===== config.mk =====
export PLATFORM = sky130hd
export DESIGN_NAME = dec_scan_n
export DESIGN_NICKNAME = d
export VERILOG_FILES = /design/src/rtl/dec_scan_n.sv
export SDC_FILE = /design/constraint.sdc
export NUM_CORES = 1
export LEC_CHECK = 0
export ABC_AREA = 1
export CAP_MARGIN = 30
export CORE_UTILIZATION = 57
export DETAILED_ROUTE_END_ITERATION = 6
export HOLD_SLACK_MARGIN = 0.02
export PLACE_DENSITY_LB_ADDON = 0.1
export SLEW_MARGIN = 20
export SYNTH_ARGS = -nofsm -noshare
export SYNTH_HDL_FRONTEND = slang
export SYNTH_SLANG_ARGS = --single-unit

===== constraint.sdc =====
create_clock -name clk -period 2.8 [get_ports clk]
set_input_delay 0.56 -clock clk [delete_from_list [all_inputs] [get_ports clk]]
set_output_delay 0.56 -clock clk [all_outputs]
set_load 0.01 [all_outputs]

===== src/rtl/dec_scan_n.sv =====
// dec_scan_n: registered N-to-2^N one-hot decoder with direct decode,
// free-running up/down scan and a start-triggered one-shot sweep.
// All outputs come straight from flops so select lines never glitch.
module dec_scan_n #(
    parameter int N   = 3,
    parameter int DIV = 4
) (
    input  logic             clk,
    input  logic             rst_n,
    input  logic             en,
    input  logic [1:0]       mode,
    input  logic [N-1:0]     in,
    input  logic             start,
    output logic [2**N-1:0]  out,
    output logic [N-1:0]     idx,
    output logic             busy,
    output logic             wrap
);

    localparam int W  = 2**N;
    localparam int PW = (DIV > 1) ? $clog2(DIV) : 1;
    localparam logic [PW-1:0] PRE_LAST = PW'(DIV - 1);
    localparam logic [N-1:0]  IDX_LAST = '1;

    typedef enum logic {IDLE, RUN} sweep_t;

    sweep_t          state, state_nxt;
    logic [1:0]      mode_prev;
    logic [PW-1:0]   pre, pre_nxt;
    logic [N-1:0]    idx_nxt;
    logic [W-1:0]    out_nxt;
    logic            wrap_nxt;
    logic            changed;
    logic            last_dwell;

    function automatic logic [W-1:0] onehot(input logic [N-1:0] v);
        onehot = W'(1) << v;
    endfunction

    assign busy = (state == RUN);

    // Next-state decode: mode-change handling first, then per-mode behaviour.
    always_comb begin
        state_nxt  = state;
        idx_nxt    = idx;
        pre_nxt    = pre;
        out_nxt    = '0;
        wrap_nxt   = 1'b0;
        changed    = (mode != mode_prev);
        last_dwell = (pre == PRE_LAST);
        if (en) begin
            if (changed) begin
                // A fresh mode always starts a full dwell; any sweep is abandoned
                // and start is not honoured on this edge.
                pre_nxt   = '0;
                state_nxt = IDLE;
                unique case (mode)
                    2'b00: begin
                        idx_nxt = in;
                        out_nxt = onehot(in);
                    end
                    2'b01, 2'b10: out_nxt = onehot(idx);
                    default:      out_nxt = '0;
                endcase
            end else begin
                unique case (mode)
                    2'b00: begin
                        idx_nxt = in;
                        out_nxt = onehot(in);
                        pre_nxt = '0;
                    end
                    2'b01: begin
                        if (last_dwell) begin
                            pre_nxt  = '0;
                            idx_nxt  = idx + 1'b1;
                            wrap_nxt = (idx == IDX_LAST);
                        end else begin
                            pre_nxt = pre + 1'b1;
                        end
                        out_nxt = onehot(idx_nxt);
                    end
                    2'b10: begin
                        if (last_dwell) begin
                            pre_nxt  = '0;
                            idx_nxt  = idx - 1'b1;
                            wrap_nxt = (idx == '0);
                        end else begin
                            pre_nxt = pre + 1'b1;
                        end
                        out_nxt = onehot(idx_nxt);
                    end
                    default: begin
                        if (state == IDLE) begin
                            if (start) begin
                                idx_nxt   = '0;
                                pre_nxt   = '0;
                                state_nxt = RUN;
                                out_nxt   = onehot('0);
                            end
                        end else if (last_dwell) begin
                            pre_nxt = '0;
                            if (idx == IDX_LAST) begin
                                // Sweep complete: release the selects and flag it.
                                state_nxt = IDLE;
                                idx_nxt   = '0;
                                wrap_nxt  = 1'b1;
                            end else begin
                                idx_nxt = idx + 1'b1;
                                out_nxt = onehot(idx_nxt);
                            end
                        end else begin
                            pre_nxt = pre + 1'b1;
                            out_nxt = onehot(idx);
                        end
                    end
                endcase
            end
        end
    end

    // State and output registers; with en low the comb defaults hold all state.
    always_ff @(posedge clk or negedge rst_n) begin
        if (!rst_n) begin
            state     <= IDLE;
            idx       <= '0;
            pre       <= '0;
            out       <= '0;
            wrap      <= 1'b0;
            mode_prev <= 2'b00;
        end else begin
            state <= state_nxt;
            idx   <= idx_nxt;
            pre   <= pre_nxt;
            out   <= out_nxt;
            wrap  <= wrap_nxt;
            if (en) mode_prev <= mode;
        end
    end

endmodule


==> summary.log <==
[timing] worst-margin pin slew 0.825 ns
[timing] Period Utilization, post-route 74.5%
[clock_tree] post-CTS sizing 0
[global_route] GRT Resource Usage Total 29.4%
[timing] number of endpoints failing setup at the final stage 0
[global_route] global-route track usage on met3 3.49%
[global_route] maximum number of pins on one net before global-route repair 18
[route] number of violations reported at the end of detailed-routing iteration 0 61
[clock_tree] # Post-CTS Setup Buffers 0
[floorplanning] Core Area 2780 um2
[finish] number of nets in the final layout 315
[yosys] post-synth net total 292
[route] post-detailed-routing wire length 4.45 mm
[route] via count 1801
[worst_setup_path] highest net fanout along the worst path 9
[clock_tree] root cell of the clock tree sky130_fd_sc_hd__clkbuf_4
[floorplanning] number of core rows 19
[placed_design] IO Port Bufs 21
[status] run status completed
[floorplanning] chip height 56.2 um
[yosys] area fraction of the dominant cell type after synthesis 25.4%
[route] TritonRoute pass-1 iters 5
[finish] cell area after layout 1920 um2
[power] peak supply drop 457 uV
[finish] most frequent standard cell in the layout excluding fill and tap cells sky130_fd_sc_hd__nand2_1
[finish] Finished Core Util 69.2%
[floorplanning] die footprint 3160 um2
[route] DRC 0
[timing] final hold viol count 0
[route] post-route antenna net violation count 0
[floorplanning] # IOs 22
[clock_tree] number of levels in the clock H-tree 1
[run] max-cap violation count 0
[floorplanning] die width 56.2 um
[hold_path] classification of the worst-slack hold path register to register
[timing] unrepaired setup endpoints after global routing no
[placed_design] dpl cells 317
[global_route] residual overflow from global routing 0
[clock_tree] clock latency on the worst-skew pair 0.30 ns
[yosys] Synth area leader sky130_fd_sc_hd__dfrtp_1
[timing] post-route worst setup slack 0.713 ns
[yosys] post-synthesis cell type count 27
[timing] final total negative setup slack 0 ns
[yosys] count of mapped cells out of synthesis 268
[worst_setup_path] crit-path max cell delay 0.62 ns
[global_route] antenna violations before repair 0
[placed_design] routability cong. 1.07
[global_route] global routing usage on met1 41.3%
[power] Power Density 474 nW/um2
[worst_setup_path] Worst Setup Start Kind register
[global_route] number of global-route vias before repair 1531
[worst_setup_path] critical path buffer and inverter count 1
[route] detailed-route vias per instance 5.61
[worst_setup_path] worst setup path class register to output pin
[timing] min Tclk post-route 2.09 ns
[placed_design] placed cell area 1900 um2
[timing] slew margin rel. 44.9%
[timing] count of pins over their slew limit 0
[worst_setup_path] largest delay contributor family on the critical path buffers and inverters
[timing] Max Clock Skew 0.00791 ns
[placed_design] worst setup slack after placement 0.496 ns
[yosys] sequential fraction of the synthesis area 25.4%
[floorplanning] effective utilization at floorplan 60.2%
[yosys] total of warnings raised by yosys 0
[yosys] leading cell types by total area after synthesis sky130_fd_sc_hd__dfrtp_1 (25%), sky130_fd_sc_hd__nand2_1 (25%), sky130_fd_sc_hd__ha_1 (11%), sky130_fd_sc_hd__nand3_1 (7.8%), sky130_fd_sc_hd__inv_1 (4.9%)
[route] drt wl/cell 13.9 um
[clock_tree] CTS tree built
[yosys] Netlist Area Pre-Place 1680 um2
[worst_setup_path] cell at the slowest stage of the critical path sky130_fd_sc_hd__clkdlybuf4s50_1
[timing] highest achievable clock rate 479 MHz
[finish] Synth-to-Final Area Change 14.9%
[yosys] total of flip-flops plus latches after synthesis 17
[worst_setup_path] worst reg2reg setup slack 0.91 ns
[worst_setup_path] Setup crit end kind output pin
[global_route] layer with the highest usage after global routing met2
[clock_tree] clock-pin slew of the registers on the worst-case setup and hold paths 0.11 ns
[power] leakage power total 1.00 nW
[clock_tree] cts-stage hold buffer count 0
[timing] worst hold slack 0.558 ns
[finish] most used cells in the layout excluding fill and tap cells sky130_fd_sc_hd__nand2_1 (111), sky130_fd_sc_hd__nand3_1 (26), sky130_fd_sc_hd__inv_1 (22), sky130_fd_sc_hd__clkdlybuf4s50_1 (21), sky130_fd_sc_hd__dfrtp_1 (17)
[worst_setup_path] required time of the worst setup path 2.24 ns
[clock_tree] Inserted Clock Buffers 3
[worst_setup_path] CP Cell Sequence clkdlybuf4s50_1
[worst_setup_path] Data arrival, critical path 1.53 ns
[clock_tree] Clock Path Buffers 2
[global_route] wire length of the first global-routing pass 7.25 mm
[clock_tree] Sink Count 17
[finish] n_diodes 0
[global_route] met2 Resource Use GR 46.9%
[finish] Post-Layout Cell Count 321
[placed_design] HPWL reported at the end of detailed placement 3.38 mm
[finish] layout cell share with drive strength beyond 1 8.97%
[yosys] Avg Inst Size Synth 6.25 um2
[power] total power 913 uW
flip-flops by register name, indices dropped and copies added (netlist names):
name,flops
busy,1
pre,2
wrap,1
mode_prev,2
idx,3
out,8
where the power goes:
group          total, mW  switching, mW  internal [mW]
Combinational      0.448          0.284          0.163
Clock              0.145         0.0915         0.0533
Sequential         0.320         0.0479          0.272
cells by family after synthesis:
| kind of cell | Yosys count | share of synthesized area (%) |
|---|---|---|
| adders and majority gates | 15 | 11.2 |
| AOI/OAI and AO/OA | 35 | 11.7 |
| buffers and inverters | 34 | 8.89 |
| and+or+nand+nor | 167 | 42.8 |
| DFF | 17 | 25.4 |
cell type report:
type                       instances  area [um2]
tap                               31        38.8
clock inverter                     1        5.00
inverter                          30         114
timing repair buffer              22         218
clock buffer                       3        22.5
sequential                        17         425
fill                             249         857
multi-input combinational        217        1100
final timing paths:
kind / start / to / cells after the start
min in group asynchronous: rst_n / out[5]$_DFF_PN0_ / 1
max in group asynchronous: rst_n / busy$_DFFE_PN0P_ / 1
worst min-delay path: mode_prev[1]$_DFFE_PN0P_ / mode_prev[1]$_DFFE_PN0P_ / 2
worst max-delay path: idx[2]$_DFFE_PN0P_ / idx[2] / 1
worst min register to register: mode_prev[1]$_DFFE_PN0P_ / mode_prev[1]$_DFFE_PN0P_ / 2
worst max register to register: idx[2]$_DFFE_PN0P_ / out[1]$_DFF_PN0_ / 10
per-layer routing:
metal,up-vias,wire length [um]
met5,-,0
met4,0,107
met3,14,393
met2,101,1960
met1,787,1990
li1,899,-
synthesized netlist by cell type:
cell type	instances
sky130_fd_sc_hd__and2_1	1
sky130_fd_sc_hd__nor3_1	2
sky130_fd_sc_hd__nand3_2	1
sky130_fd_sc_hd__nand2_1	111
sky130_fd_sc_hd__a21oi_2	2
sky130_fd_sc_hd__buf_6	2
sky130_fd_sc_hd__clkinv_2	1
sky130_fd_sc_hd__o21bai_1	2
sky130_fd_sc_hd__nand4_1	4
sky130_fd_sc_hd__nor2_1	12
sky130_fd_sc_hd__inv_1	22
sky130_fd_sc_hd__o21ai_2	1
sky130_fd_sc_hd__a21oi_1	5
sky130_fd_sc_hd__o21ai_0	16
sky130_fd_sc_hd__nand2_4	1
sky130_fd_sc_hd__buf_2	1
sky130_fd_sc_hd__inv_2	7
sky130_fd_sc_hd__o211ai_1	2
sky130_fd_sc_hd__nor2_2	1
sky130_fd_sc_hd__dfrtp_1	17
sky130_fd_sc_hd__nand2_2	6
sky130_fd_sc_hd__nand3_1	26
sky130_fd_sc_hd__ha_1	15
sky130_fd_sc_hd__nor2_4	1
sky130_fd_sc_hd__buf_4	1
sky130_fd_sc_hd__nand3b_1	1
sky130_fd_sc_hd__o21ai_1	7
No activity file was read; power rests on OpenSTA's default activity.
